**src/rtl/complex_nr_acc.sv**
```systemverilog
// Frame accumulator for complex products: sums ACC_LEN products, then holds the sum until consumed.
// Define COMPLEX_NR_ACC_SAT_EN for saturating sums with an overflow flag; otherwise sums wrap.
module complex_nr_acc #(
   parameter int DATA_WIDTH = 8,
   parameter int ACC_LEN    = 4,
   parameter int GUARD      = 4,
   localparam int IN_W      = 2*DATA_WIDTH+1,
   localparam int ACC_W     = IN_W+GUARD
) (
   input  logic                    clk,
   input  logic                    sw_rst,
   input  logic                    in_val,
   output logic                    in_ready,
   input  logic signed [IN_W-1:0]  in_re,
   input  logic signed [IN_W-1:0]  in_im,
   output logic                    acc_val,
   input  logic                    acc_ready,
   output logic signed [ACC_W-1:0] acc_re,
   output logic signed [ACC_W-1:0] acc_im,
   output logic                    acc_ovf
);

   typedef enum logic {ACCUM, HOLD} state_t;

   localparam logic [7:0] LAST = 8'(ACC_LEN-1);

   state_t                  state_q, state_d;
   logic [7:0]              cnt_q, cnt_d;
   logic signed [ACC_W-1:0] re_q, re_d, im_q, im_d;
   logic                    ovf_q, ovf_d;
   logic signed [ACC_W-1:0] sum_re, sum_im;
   logic                    o_re, o_im;

   // One extra bit catches overflow; in wrap mode the flag is never raised.
   function automatic void acc_add(input  logic signed [ACC_W-1:0] a,
                                   input  logic signed [ACC_W-1:0] b,
                                   output logic signed [ACC_W-1:0] s,
                                   output logic                    o);
      logic signed [ACC_W:0] w;
      w = {a[ACC_W-1], a} + {b[ACC_W-1], b};
      s = w[ACC_W-1:0];
      o = 1'b0;
`ifdef COMPLEX_NR_ACC_SAT_EN
      if (w[ACC_W] != w[ACC_W-1]) begin
         o = 1'b1;
         s = w[ACC_W] ? {1'b1, {(ACC_W-1){1'b0}}} : {1'b0, {(ACC_W-1){1'b1}}};
      end
`endif
   endfunction

   always_comb begin
      acc_add(re_q, ACC_W'(in_re), sum_re, o_re);
      acc_add(im_q, ACC_W'(in_im), sum_im, o_im);
   end

   always_comb begin
      state_d = state_q;
      cnt_d   = cnt_q;
      re_d    = re_q;
      im_d    = im_q;
      ovf_d   = ovf_q;
      case (state_q)
         ACCUM: begin
            if (in_val) begin
               if (cnt_q == 8'd0) begin
                  re_d  = ACC_W'(in_re);
                  im_d  = ACC_W'(in_im);
                  ovf_d = 1'b0;
               end else begin
                  re_d  = sum_re;
                  im_d  = sum_im;
                  ovf_d = ovf_q | o_re | o_im;
               end
               if (cnt_q == LAST) begin
                  cnt_d   = 8'd0;
                  state_d = HOLD;
               end else begin
                  cnt_d = cnt_q + 8'd1;
               end
            end
         end
         HOLD: begin
            if (acc_ready) state_d = ACCUM;
         end
         default: state_d = ACCUM;
      endcase
   end

   always_ff @(posedge clk) begin
      if (sw_rst) begin
         state_q <= ACCUM;
         cnt_q   <= 8'd0;
         re_q    <= '0;
         im_q    <= '0;
         ovf_q   <= 1'b0;
      end else begin
         state_q <= state_d;
         cnt_q   <= cnt_d;
         re_q    <= re_d;
         im_q    <= im_d;
         ovf_q   <= ovf_d;
      end
   end

   assign in_ready = (state_q == ACCUM) && !sw_rst;
   assign acc_val  = (state_q == HOLD);
   assign acc_re   = re_q;
   assign acc_im   = im_q;
   assign acc_ovf  = ovf_q;

endmodule

```
**config.mk**
```make
export PLATFORM = sky130hd
export DESIGN_NAME = complex_nr_acc
export DESIGN_NICKNAME = d
export VERILOG_FILES = /design/src/rtl/complex_nr_acc.sv
export SDC_FILE = /design/constraint.sdc
export NUM_CORES = 1
export LEC_CHECK = 0
export ABC_AREA = 1
export CELL_PAD_IN_SITES_DETAIL_PLACEMENT = 1
export CELL_PAD_IN_SITES_GLOBAL_PLACEMENT = 1
export CORE_MARGIN = 1.5
export CORE_UTILIZATION = 40
export DETAILED_ROUTE_END_ITERATION = 12
export PLACE_DENSITY_LB_ADDON = 0.1
export SKIP_CTS_REPAIR_TIMING = 1
export SLEW_MARGIN = 20
export SYNTH_ARGS = -nofsm -noshare
export SYNTH_HDL_FRONTEND = slang
export SYNTH_SLANG_ARGS = --single-unit
export TNS_END_PERCENT = 30
```
**constraint.sdc**
```tcl
create_clock -name clk -period 5.1 [get_ports clk]
set_clock_uncertainty 0.05 [all_clocks]
set_input_delay 0.765 -clock clk [delete_from_list [all_inputs] [get_ports clk]]
set_output_delay 0.765 -clock clk [all_outputs]
set_load 0.02 [all_outputs]
```
Word level (Yosys, flattened, before mapping)
Cells that the tools add are included.
Widths: inputs -> output; s select.
- add/sub/neg operators: 3
- multipliers: 0
- div/mod/pow operators: 0
- $lt $le $gt $ge: 0
- equal/unequal tests: 1
- shift operators: 0
- muxes and demuxes: 7
- bitwise logic cells: 1
- reductions and logical operators: 4
- operators with widths (kind ; number):
    $add 21x17->21 ; 2
    $mux 21 ; 2
    $add 8x1->8 const B ; 1
    $eq 8x2->1 const B ; 1
    $logic_not 8->1 ; 1
    $mux 8 ; 1
    $mux 1 ; 3
    $pmux 1 s2 ; 1
    $reduce_and 2->1 ; 1
    $logic_and 1x1->1 ; 1
    $logic_not 1->1 ; 1
    $not 1->1 ; 1
- register bits: 51
- bits in latches: 0
- RAM bits: 0
- bits in read-only memories: 0
- input bits: 38
- output and inout bits: 45
- memories kept: 0

Depth between registers and ports, before layout
Gate-level depths: netlist (run 1).
- depth in word-level cells: 4
- depth in mapped cells: 12

Worst setup path after synthesis (run 1)
Ideal clock, no wire load.
- kind: in2reg
- start point: input port in_im[0]
- end point: register im_q[12], in the netlist acc_im[12]
- setup time: 0.135 ns
- data arrival time: 2.055 ns
- path slack: 2.860 ns
- stages: 12
- buffers on the path: 0
- path through: ha_1 -> fa_1 -> nand3_1 -> nand3_1 -> nand2_1 -> nand2_2 -> nand2_1 -> nand2_1 -> nand2_1 -> nand3_1 -> nand2_1 -> a21oi_1
- word-level cells in the longest chain between the ends: 2
- ends and longest elaborated chain (element ; line ; RTL):
    start: declaration ; 15 ; input logic signed [IN_W-1:0] in_im,
    $add 21x17->21 ; 40 ; w = {a[ACC_W-1], a} + {b[ACC_W-1], b};
    $mux 21 ; 65 ; if (cnt_q == 8'd0) begin
    end signal: assignment ; 100 ; im_q <= im_d;
    end: declaration ; 29 ; logic signed [ACC_W-1:0] re_q, re_d, im_q, im_d;
No other way between the ends.
A chain may end at the register's enable or synchronous reset.

Worst setup path after layout (run 1)
- start point: input port sw_rst
- end point: output port in_ready
- word-level cells in the longest chain between the ends: 2
- ends and longest elaborated chain (element ; line ; RTL):
    start: declaration ; 11 ; input logic sw_rst,
    $logic_not 1->1 ; 105 ; assign in_ready = (state_q == ACCUM) && !sw_rst;
    $logic_and 1x1->1 ; 105 ;
    end: declaration ; 13 ; output logic in_ready,
No other way between the ends.

==> results of run 1 <==
power by group through the flow:
stage | Clock (µW) | Sequential (µW) | Combinational (µW)
2_1_floorplan | 0 | 512 | 459
3_3_place_gp | 0 | 477 | 709
3_5_place_dp | 0 | 479 | 731
4_1_cts | 355 | 471 | 736
5_1_grt | 365 | 475 | 827
6_report | 349 | 471 | 740
registers in the layout (all words and copies together) (netlist names):
| name | cells |
|---|---|
| acc_im | 21 |
| acc_re | 21 |
| cnt_q | 8 |
| acc_val | 1 |
worst paths after layout:
check / start / to / slack, ps / depth (start not counted)
worst min-delay path: cnt_q[7]$_SDFFE_PP0P_ / cnt_q[7]$_SDFFE_PP0P_ / 430 / 2
worst max register to register: cnt_q[0]$_SDFFE_PP0P_ / acc_im[12]$_SDFFE_PP0P_ / 2570 / 9
worst max-delay path: sw_rst / in_ready / 2120 / 4
worst min register to register: cnt_q[7]$_SDFFE_PP0P_ / cnt_q[7]$_SDFFE_PP0P_ / 430 / 2
per-layer routing:
layer | global-route usage, % | wire [µm]
met1 | 40.3 | 9080
met2 | 44.6 | 7810
met3 | 3.19 | 833
met4 | 5.85 | 172
met5 | 0 | 0
worst register-to-register path, stage by stage (launching register included):
cell	delay, ps
sky130_fd_sc_hd__dfxtp_1	330
sky130_fd_sc_hd__inv_1	100
sky130_fd_sc_hd__ha_1	160
sky130_fd_sc_hd__nand2_1	80
sky130_fd_sc_hd__nor2_4	540
sky130_fd_sc_hd__inv_2	600
sky130_fd_sc_hd__nor2_1	280
sky130_fd_sc_hd__nor2_1	100
sky130_fd_sc_hd__nand2_1	110
sky130_fd_sc_hd__a21oi_1	60
cell type report:
class	count	area [µm²]
multi-input cells	667	3420
well taps	168	210
repair buffers	83	826
inverters	135	507
fillers	1788	6090
flip-flops and latches	51	1020
clock buffers	6	129
metrics by stage:
stage	setup slack, ps	util (%)	cell area [µm²]
2_1_floorplan	2860	-	5080
3_3_place_gp	2140	49.0	5990
3_5_place_dp	2090	49.0	5990
4_1_cts	2110	50.1	6120
5_1_grt	2070	50.1	6120
6_report	2120	50.1	6120
logic make-up after synthesis:
kind of cell,after synthesis,synth area share (%)
simple gates,495,41.8
buf+inv,155,12.5
compound gates,113,12.0
flops,51,20.1
fa+ha+maj,44,11.1
xor+xnor,14,2.41
other cells,1,0.0738
layout by cell type (no fill, tap or decap), drive strengths merged, types with 11 or more instances in the layout:
cell type / count
nand4: 11
nand2: 312
o21ai: 24
nand3: 68
a21oi: 77
ha: 42
inv: 135
nor2: 84
dfxtp: 51
clkdlybuf4s50: 81
==> results.sh, run 1 <==
export IMPL_outcome="finished clean"
export IMPL_cp_cell_sequence="clkdlybuf4s50_1 -> buf_4 -> nor2_1 -> clkdlybuf4s50_1"
export IMPL_die_area_um2=13400
export IMPL_post_synth_num_cell_types=36
export IMPL_grt_overflow=0
export IMPL_cts_root_buf="sky130_fd_sc_hd__clkbuf_16"
export IMPL_power_density_nw_per_um2=255
export IMPL_internal_power_uw=887
export IMPL_worst_ep_arrival_time_ps=2170
export IMPL_starting_density_of_the_core_pct=41.6
export IMPL_achievable_frequency_mhz=335
export IMPL_wirelength_mm=17.9
export IMPL_critical_path_top_cell_by_count="sky130_fd_sc_hd__clkdlybuf4s50_1"
export IMPL_die_height_um=116
export IMPL_static_leakage_power_uw=0.00314
export IMPL_syn_mean_instance_area_um2=5.82
export IMPL_synthCells=873
export IMPL_final_setup_viol_count=0
export IMPL_holdWs_ps=428
export IMPL_i_o_pin_count=83
export IMPL_min_path_type="flop to flop"
export IMPL_route_detailed_vias_per_inst=5.20
export IMPL_grt_pass1_vias=5778
export IMPL_layout_drive_gt1_share_pct=4.67
export IMPL_synth_commonest_cells="sky130_fd_sc_hd__nand2_1 (299), sky130_fd_sc_hd__inv_1 (130), sky130_fd_sc_hd__nor2_1 (79)"
export IMPL_num_nets_final=1025
export IMPL_cts_buffer_depth=2
export IMPL_areaGrowthSynthToFinish_pct=20.4
export IMPL_share_of_flip_flops_with_an_asynchronous_set_or_reset_pct=0
export IMPL_globalplace_congestion=0.889
export IMPL_final_cells=1110
export IMPL_port_buffers=81
export IMPL_synth_warning_count=0
export IMPL_critPathMaxStageDelay_ps=550
export IMPL_drt_antenna_violating_nets=0
export IMPL_placed_cells=1104
export IMPL_seq_area_frac_synth_pct=20.1
export IMPL_num_antenna_cells=0
export IMPL_path_delay_family="buffers and inverters"
export IMPL_timing_max_cap_violations=0
export IMPL_timing_critical_path_from_type="primary input"
export IMPL_die_w_um=116
export IMPL_final_hold_viol_count=0
export IMPL_crit_path_end_kind="output port"
export IMPL_power_combinational_fraction_pct=47.4
export IMPL_routed_via_count=5775
export IMPL_tritoncts_num_buffers=5
export IMPL_synth_seq_cells=51
export IMPL_drt_pass1_iterations=4
export IMPL_p_clk_share_pct=22.4
export IMPL_rsz0062_at_grt="no"
export IMPL_synth_edf_count=0
export IMPL_worstSkewPairLatency_ps=310
export IMPL_fin_total_pwr_uw=1560
export IMPL_drc=0
export IMPL_cts_tree="yes"
export IMPL_worst_setup_hold_path_clk_slew_ps=80
export IMPL_crit_slowest_cell="sky130_fd_sc_hd__clkdlybuf4s50_1"
export IMPL_coreArea_um2=12200
export IMPL_synth_top_area_cell="sky130_fd_sc_hd__nand2_1"
export IMPL_synthesis_area_um2=5080
export IMPL_worstPathBufferInverterCount=3
export IMPL_place_detailed_hpwl_mm=13.8
export IMPL_synth_nets=955
export IMPL_wire_length_of_the_first_global_routing_pass_mm=29.0
export IMPL_power_share_switching_pct=43.1
export IMPL_finalWorstPathRequiredPeriod_ps=2980
export IMPL_grt_util_all_layers_pct=27.8
export IMPL_post_synth_main_area_contributors="sky130_fd_sc_hd__nand2_1 (22%), sky130_fd_sc_hd__dfxtp_1 (20%), sky130_fd_sc_hd__ha_1 (10%), sky130_fd_sc_hd__inv_1 (9.6%), sky130_fd_sc_hd__a21oi_1 (7.2%)"
export IMPL_antenna_found_initial=0
export IMPL_grt_start_max_net_pins=54
export IMPL_library_cell_with_the_highest_instance_count_after_synthesis="sky130_fd_sc_hd__nand2_1"
export IMPL_cts_htree_levels=2
export IMPL_timing_critical_path_required_ps=4280
export IMPL_slew_violations=0
export IMPL_timing_max_slew_rel_slack_pct=29.2
export IMPL_worst_slew_pin_slew_ps=1060
export IMPL_drt_wirelength_per_cell_um=16.1
export IMPL_worst_setup_path_type="primary input to output port"
export IMPL_fin_crit_sh_pct=58.5
export IMPL_clock_sink_count=51
export IMPL_netlist_area_leader_share_pct=22.1
export IMPL_crit_path_max_fanout=24
export IMPL_postSynth_topFlopCell="sky130_fd_sc_hd__dfxtp_1"
export IMPL_ir_worst_vdd_mv=0.151
export IMPL_pwr_share_seq_pct=30.2
export IMPL_fin_tns_setup_ps=0
export IMPL_first_iter_violations=331
export IMPL_rows=40
export IMPL_netSwitchingPower_uw=673
(Power assumes the default switching activity.)
==> run 2, diff against run 1 <==
CORE_UTILIZATION = 37   (was 40)
clock period = 2.85 ns   (was 5.1 ns; I/O delays follow)
==> run 2 against run 1 <==
Compared with the run above:
- combinational power is 82% higher
- largest cell class unchanged
- sequential power is 79% higher
- total power is 84% higher
==> results.sh, run 2 (same netlist as run 1, synthesis figures left out) <==
export IMPL_tritoncts_num_buffers=5
export IMPL_static_leakage_power_uw=0.00318
export IMPL_final_hold_viol_count=0
export IMPL_routed_via_count=5779
export IMPL_fin_crit_sh_pct=82.0
export IMPL_starting_density_of_the_core_pct=38.2
export IMPL_die_height_um=120
export IMPL_worstPathBufferInverterCount=1
export IMPL_wirelength_mm=18.0
export IMPL_wire_length_of_the_first_global_routing_pass_mm=29.4
export IMPL_i_o_pin_count=83
export IMPL_crit_slowest_cell="sky130_fd_sc_hd__fa_1"
export IMPL_power_density_nw_per_um2=464
export IMPL_die_w_um=120
export IMPL_worst_slew_pin_slew_ps=516
export IMPL_ir_worst_vdd_mv=0.274
export IMPL_slew_violations=0
export IMPL_route_detailed_vias_per_inst=5.14
export IMPL_crit_path_end_kind="flop"
export IMPL_cp_cell_sequence="clkdlybuf4s50_1 -> ha_1 -> fa_1 -> nand3_1 -> nand3_1 -> nand2_1 -> nand3_1 -> nand2_1 -> nand2_1 -> nand2_1 -> nand3_1 -> a21oi_1"
export IMPL_num_antenna_cells=0
export IMPL_path_delay_family="simple AND/OR/NAND/NOR gates"
export IMPL_finalWorstPathRequiredPeriod_ps=2340
export IMPL_place_detailed_hpwl_mm=14.2
export IMPL_timing_critical_path_from_type="primary input"
export IMPL_most_used_cells_in_the_layout_excluding_fill_and_tap_cells="sky130_fd_sc_hd__nand2_1 (299), sky130_fd_sc_hd__inv_1 (130), sky130_fd_sc_hd__clkdlybuf4s50_1 (81)"
export IMPL_grt_start_max_net_pins=35
export IMPL_timing_critical_path_required_ps=3050
export IMPL_worstSkewPairLatency_ps=310
export IMPL_cts_tree="yes"
export IMPL_layout_drive_gt1_share_pct=5.48
export IMPL_antenna_found_initial=0
export IMPL_timing_max_cap_violations=0
export IMPL_worst_setup_hold_path_clk_slew_ps=90
export IMPL_min_path_type="flop to flop"
export IMPL_final_cell_area_um2=6200
export IMPL_final_setup_viol_count=0
export IMPL_num_nets_final=1030
export IMPL_worst_ep_arrival_time_ps=2540
export IMPL_cts_root_buf="sky130_fd_sc_hd__clkbuf_16"
export IMPL_worst_setup_path_type="primary input to flop"
export IMPL_drt_antenna_violating_nets=0
export IMPL_timing_max_slew_rel_slack_pct=65.6
export IMPL_achievable_frequency_mhz=428
export IMPL_detailed_place_area_um2=6050
export IMPL_globalplace_congestion=0.890
export IMPL_grt_util_all_layers_pct=25.4
export IMPL_drt_wirelength_per_cell_um=16.0
export IMPL_critPathMaxStageDelay_ps=480
export IMPL_coreArea_um2=13300
export IMPL_grt_overflow=0
export IMPL_layout_commonest_cell="sky130_fd_sc_hd__nand2_1"
export IMPL_cts_buffer_depth=2
export IMPL_areaGrowthSynthToFinish_pct=22.1
export IMPL_port_buffers=81
export IMPL_die_area_um2=14400
export IMPL_post_route_util_pct=46.6
export IMPL_cts_htree_levels=2
export IMPL_rows=42
export IMPL_grt_pass1_vias=5978
export IMPL_outcome="finished clean"
export IMPL_drt_pass1_iterations=4
export IMPL_first_iter_violations=303
export IMPL_fin_tns_setup_ps=0
export IMPL_crit_path_max_fanout=4
export IMPL_rsz0062_at_grt="no"
export IMPL_fin_total_pwr_uw=2880
export IMPL_clock_sink_count=51
export IMPL_drc=0
[run 2: changes by cell type in the layout (fill, tap and decap cells not counted)]
| cell | delta |
|---|---|
| sky130_fd_sc_hd__buf_12 | +1 |
| sky130_fd_sc_hd__buf_4 | +4 |
| sky130_fd_sc_hd__clkbuf_1 | -1 |
| sky130_fd_sc_hd__clkinv_4 | +1 |
| sky130_fd_sc_hd__inv_6 | +2 |
[run 2: per-layer routing]
| metal | vias up | part of all wire, % | GRT usage, % |
|---|---|---|---|
| met5 | - | 0 | 0 |
| met4 | 0 | 0.99 | 5.21 |
| met3 | 12 | 3.9 | 3.94 |
| met2 | 113 | 44 | 41.0 |
| met1 | 2748 | 51 | 35.8 |
| li1 | 2906 | - | - |
[run 2: worst paths after layout]
check | startpoint | to | depth (start not counted) | slack [ps]
hold reg to reg | cnt_q[7]$_SDFFE_PP0P_ | cnt_q[7]$_SDFFE_PP0P_ | 2 | 420
setup reg to reg | acc_re[0]$_SDFFE_PP0P_ | acc_re[16]$_SDFFE_PP0P_ | 11 | 780
setup / recovery | in_re[0] | acc_re[16]$_SDFFE_PP0P_ | 12 | 510
hold / removal | cnt_q[7]$_SDFFE_PP0P_ | cnt_q[7]$_SDFFE_PP0P_ | 2 | 420
[run 2: report_power, final]
part / internal, µW / total (µW) / leakage [µW] / switching [µW]
clock network: 336 / 686 / 0.0000748 / 349
logic: 504 / 1350 / 0.00269 / 844
registers: 778 / 843 / 0.000421 / 64.7
[run 2: cell type report]
type	instances	area, µm²
Fill cell	1874	7100
Multi-Input combinational cell	667	3420
Sequential cell	51	1020
Timing Repair Buffer	88	876
Inverter	135	507
Tap cell	176	220
Clock buffer	5	125
Clock inverter	3	26.3
[run 2: worst register-to-register path: stages, from the launching register on]
cell and delay, ps:
sky130_fd_sc_hd__dfxtp_1 340, sky130_fd_sc_hd__ha_1 240, sky130_fd_sc_hd__fa_1 480, sky130_fd_sc_hd__nand3_1 110
sky130_fd_sc_hd__nand3_1 170, sky130_fd_sc_hd__nand2_1 130, sky130_fd_sc_hd__nand3_1 100, sky130_fd_sc_hd__nand2_1 90
sky130_fd_sc_hd__nand2_1 50, sky130_fd_sc_hd__nand2_1 50, sky130_fd_sc_hd__nand3_1 60, sky130_fd_sc_hd__a21oi_1 140
[run 2: through the flow]
| step | hold WS [ps] | instances | worst slack (ps) |
|---|---|---|---|
| after floorplan | 389 | 873 | 947 |
| after global placement | 399 | 1117 | 280 |
| after detailed placement | 409 | 1117 | 222 |
| after CTS | 422 | 1125 | 541 |
| after global routing | 445 | 1125 | 278 |
| final | 416 | 1125 | 513 |
